===== src/rtl/reg_file_sb.sv =====
// Multi-port register file with a per-register busy scoreboard.
// Decode marks destinations pending; writeback writes data and clears pending.
module reg_file_sb #(
    parameter int DATA_W   = 16,
    parameter int ADDR_W   = 3,
    parameter int ZERO_REG = 1,
    parameter int BYPASS   = 1
) (
    input  logic                     clk,
    input  logic                     rst,
    input  logic [ADDR_W-1:0]        rd_addr_1,
    output logic [DATA_W-1:0]        rd_data_1,
    output logic                     rd_busy_1,
    input  logic [ADDR_W-1:0]        rd_addr_2,
    output logic [DATA_W-1:0]        rd_data_2,
    output logic                     rd_busy_2,
    input  logic                     wr_en,
    input  logic [ADDR_W-1:0]        wr_dest,
    input  logic [DATA_W-1:0]        wr_data,
    input  logic                     sb_set_en,
    input  logic [ADDR_W-1:0]        sb_set_addr,
    output logic [(2**ADDR_W)-1:0]   busy_vec
);

    localparam int DEPTH = 2 ** ADDR_W;

    logic [DATA_W-1:0] r_regs [DEPTH];
    logic [DEPTH-1:0]  r_busy;
    logic [DEPTH-1:0]  w_busy_next;
    logic              w_wr_eff;
    logic              w_set_eff;
    logic              w_fwd_ok;
    logic [ADDR_W-1:0] w_rd_addr [2];
    logic [DATA_W-1:0] w_rd_data [2];
    logic              w_rd_busy [2];

    assign w_wr_eff  = wr_en     && !((ZERO_REG != 0) && (wr_dest == '0));
    assign w_set_eff = sb_set_en && !((ZERO_REG != 0) && (sb_set_addr == '0));
    assign w_fwd_ok  = (BYPASS != 0) && w_wr_eff && !rst;

    // NOTE: always_comb assigns a default first so no path leaves a latch.
    always_comb begin
        w_busy_next = r_busy;
        if (w_wr_eff)
            w_busy_next[wr_dest] = 1'b0;
        // A newer producer issuing in the writeback cycle keeps the register pending.
        if (w_set_eff)
            w_busy_next[sb_set_addr] = 1'b1;
    end

    // NOTE: the register array is reset because software relies on every register reading 0 after reset.
    always_ff @(posedge clk or posedge rst) begin
        if (rst) begin
            for (int i = 0; i < DEPTH; i++)
                r_regs[i] <= '0;
            r_busy <= '0;
        end else begin
            if (w_wr_eff)
                r_regs[wr_dest] <= wr_data;
            r_busy <= w_busy_next;
        end
    end

    assign w_rd_addr[0] = rd_addr_1;
    assign w_rd_addr[1] = rd_addr_2;

    always_comb begin
        for (int p = 0; p < 2; p++) begin
            w_rd_data[p] = r_regs[w_rd_addr[p]];
            w_rd_busy[p] = r_busy[w_rd_addr[p]];
            if ((ZERO_REG != 0) && (w_rd_addr[p] == '0)) begin
                w_rd_data[p] = '0;
                w_rd_busy[p] = 1'b0;
            end else if (w_fwd_ok && (wr_dest == w_rd_addr[p])) begin
                w_rd_data[p] = wr_data;
                w_rd_busy[p] = 1'b0;
            end
        end
    end

    assign rd_data_1 = w_rd_data[0];
    assign rd_busy_1 = w_rd_busy[0];
    assign rd_data_2 = w_rd_data[1];
    assign rd_busy_2 = w_rd_busy[1];
    assign busy_vec  = r_busy;

endmodule


===== config.mk =====
export PLATFORM = sky130hd
export DESIGN_NAME = reg_file_sb
export DESIGN_NICKNAME = d
export VERILOG_FILES = /design/src/rtl/reg_file_sb.sv
export SDC_FILE = /design/constraint.sdc
export NUM_CORES = 1
export LEC_CHECK = 0
export ABC_AREA = 1
export ABC_CLOCK_PERIOD_IN_PS = 7000
export BUFFER_PORTS_ARGS = -buffer_cell sky130_fd_sc_hd__buf_2
export CAP_MARGIN = 20
export CORE_AREA = 2 2 120 122
export DETAILED_ROUTE_END_ITERATION = 10
export DIE_AREA = 0 0 122 124
export PLACE_DENSITY = 0.82
export SYNTH_ARGS = -nofsm -noshare
export SYNTH_HDL_FRONTEND = slang
export SYNTH_SLANG_ARGS = --single-unit

===== constraint.sdc =====
create_clock -name clk -period 7 [get_ports clk]
set_input_delay 1.4 -clock clk [delete_from_list [all_inputs] [get_ports clk]]
set_output_delay 1.4 -clock clk [all_outputs]
set_load 0.05 [all_outputs]

==> impl_metrics.json <==
{
  "status": "finished, final reports clean",
  "p_per_area_mw_per_mm2": 285,
  "grt_pass1_wl_um": 40300,
  "grt_pass1_vias": 7676,
  "cellLeakagePower_nw": 4.60,
  "endpoint": "rd_data_1[6]",
  "synth_cell_types": 33,
  "gr-total-overflow": 0,
  "clkSinkCount": 136,
  "synth-edff-count": 0,
  "hold_class": "reg2reg",
  "cp_top_family": "simple AND/OR/NAND/NOR gates",
  "gp_congestion": 0.907,
  "layout.nets": 1280,
  "ys_seq_area_share_pct": 41.6,
  "place.detailed.hpwl_um": 15400,
  "cts_buffer_depth": 2,
  "postRouteAntennaNets": 0,
  "synth_most_common_cell": "nand2_1",
  "gr-usage-met2_pct": 53.3,
  "cts_resized": 0,
  "placed_cells": 1407,
  "syn_inst": 1232,
  "synth.area.top_cells": "dfrtp_1 42%, nand2_1 25%, nand3_1 8.0%, o21ai_0 7.6%, nor2_1 3.1%",
  "power.total_mw": 2.58,
  "yosysTopAreaCell": "dfrtp_1",
  "track_usage_pct": 35.2,
  "drt_iter0_markers": 1319,
  "antenna_found_initial": 0,
  "die_x_um": 122,
  "synth_common_cells": "540 x nand2_1, 136 x dfrtp_1, 131 x nand3_1",
  "vias": 8352,
  "setup_viol": 0,
  "drive_gt1_share_pct": 11.2,
  "ys_seq_elements": 136,
  "finalHoldViolCount": 0,
  "clk_latency_ps": 420,
  "crit_fanout": 36,
  "design.die.area_mm2": 0.0151,
  "port_buffers": 73,
  "cp-end-kind": "output port",
  "cts_hold_buf": 0,
  "startpoint": "rst",
  "first_pass_iters": 8,
  "area_growth_pct": 10.5,
  "ys.flop_type": "dfrtp_1",
  "finalSetupTns_ps": 0,
  "crit_slowest_cell": "nand3_1",
  "use_met3_pct": 8.52,
  "yosys_warnings": 0,
  "slowest_delay_ps": 590,
  "avgViaCountPerCell": 5.80,
  "core-area_mm2": 0.0137,
  "ir_drop_mv": 0.312,
  "r2r_end": "busy_vec[7]",
  "cp_data_arrival_time_ps": 4180,
  "clock.fmax_mhz": 179,
  "ys_async_sr_fraction_pct": 100,
  "fin_crit_ps": 5580,
  "cts_tree": "done",
  "synth_top_area_share_pct": 41.6,
  "drc_errors": 0,
  "path_cells": "buf_2, clkinvlp_4, nand2_1, a21oi_2, nand3_1, nand2_1, o21ai_0, buf_2",
  "wire_per_inst_um": 17.6,
  "min_period_over_period_pct": 79.7,
  "start_kind": "input pin",
  "grt-busiest-layer": "met2",
  "start_util_pct": 59.7,
  "cts.clk_slew.worst_paths_ps": 50,
  "cts_inserted_buffers": 17,
  "slew_headroom_pct": 43.0,
  "required_ps": 5600,
  "rsz0062_at_grt": "false",
  "num_rows": 43,
  "critPathBufInv": 3,
  "crit_type": "in2out",
  "rr_startpoint": "busy_vec[7]",
  "final_cells": 1440,
  "worstMarginPinSlew_ps": 856,
  "avgSynthCellArea_um2": 6.65,
  "post_cts_buffers": 0,
  "fin_worst_skew_ps": 0,
  "antenna_cells": 0,
  "grt_max_degree": 68,
  "worst-path-stages": 8,
  "syn_nets": 1264,
  "r2r_cells": 2,
  "io_pins": 74,
  "ff2ff_setup_slack_ps": 6170,
  "met1_usage_pct": 48.6,
  "wirelength_um": 25300,
  "maxCapViolations": 0,
  "die_h_um": 124,
  "slew_viol_final": 0,
  "htreeDepth": 4,
  "synth_area_mm2": 0.00819,
  "clockRootBuffer": "clkbuf_16"
}
## kinds of logic after synthesis
| logic type | count (synthesis) | synth area share (%) |
|---|---|---|
| AOI/OAI and AO/OA | 169 | 10.8 |
| xor gates and xnor gates | 3 | 0.413 |
| buffers and inverters | 162 | 8.71 |
| DFF | 136 | 41.6 |
| and+or+nand+nor | 762 | 38.5 |
## worst min-delay path by stage
stage	from	endpoint	slack, ps	cells past startpoint
final	r_regs[117]	r_regs[117]	400	0
after CTS	r_regs[120]	r_regs[120]	400	0
after floorplan	r_regs[112]	r_regs[112]	450	1
after detailed placement	r_regs[117]	r_regs[117]	390	0
after global routing	r_regs[125]	r_regs[125]	410	0
after global placement	r_regs[120]	r_regs[120]	390	0
## stage by stage
stage	utilization (%)	hold WS (ps)	setup slack [ps]	cell area [µm²]
after global routing	66.0	413	1170	9050
after CTS	65.8	402	1430	9020
after detailed placement	61.5	389	1440	8440
after floorplan	-	450	509	8190
after global placement	61.4	387	1490	8420
final	66.0	399	1420	9050
## placed cells by master (no fill, tap or decap), types with 4 or more instances in the layout
cell,synthesis,layout
dfrtp_1,136,136
nor2_1,68,67
buf_4,0,10
clkinv_2,0,4
nand4_1,8,8
a21oi_1,19,19
clkbuf_1,37,4
inv_1,65,63
buf_2,45,73
clkbuf_16,0,17
inv_2,6,7
nand3_1,131,131
o21ai_0,125,125
nor2_2,3,4
nand2_1,540,540
o21ai_1,11,11
nor2_4,5,5
o211ai_1,7,7
a21oi_2,4,4
## flip-flops by register name, indices dropped and copies added, names as in the netlist
register / count
busy_vec: 8
r_regs: 128
## area by class of cell
type                    count  area, µm²
repair buffers             86        487
flip-flops and latches    136       3400
multi-input cells         934       4080
fillers                  1199       4670
inverters                  73        278
clock buffers              22        454
well taps                 180        225
clock inverters             9        125
## report_power, final
part	leakage (nW)	switching [mW]	internal, mW	total, mW
sequential	1.70	0.106	0.921	1.03
clock	0.280	0.330	0.564	0.894
combinational	2.62	0.465	0.193	0.658
total	4.60	0.900	1.68	2.58
## worst reg2reg max path, cell delays in order, from the launching register on
cell	delay, ps
dfrtp_1	420
o21ai_0	140
o21ai_0	130
## metal layers
layer	vias to the layer above	wire, µm
met5	-	0
met2	558	11500
met1	3787	9920
li1	3934	-
met4	0	775
met3	73	3170
No activity file was read; power rests on OpenSTA's default activity.
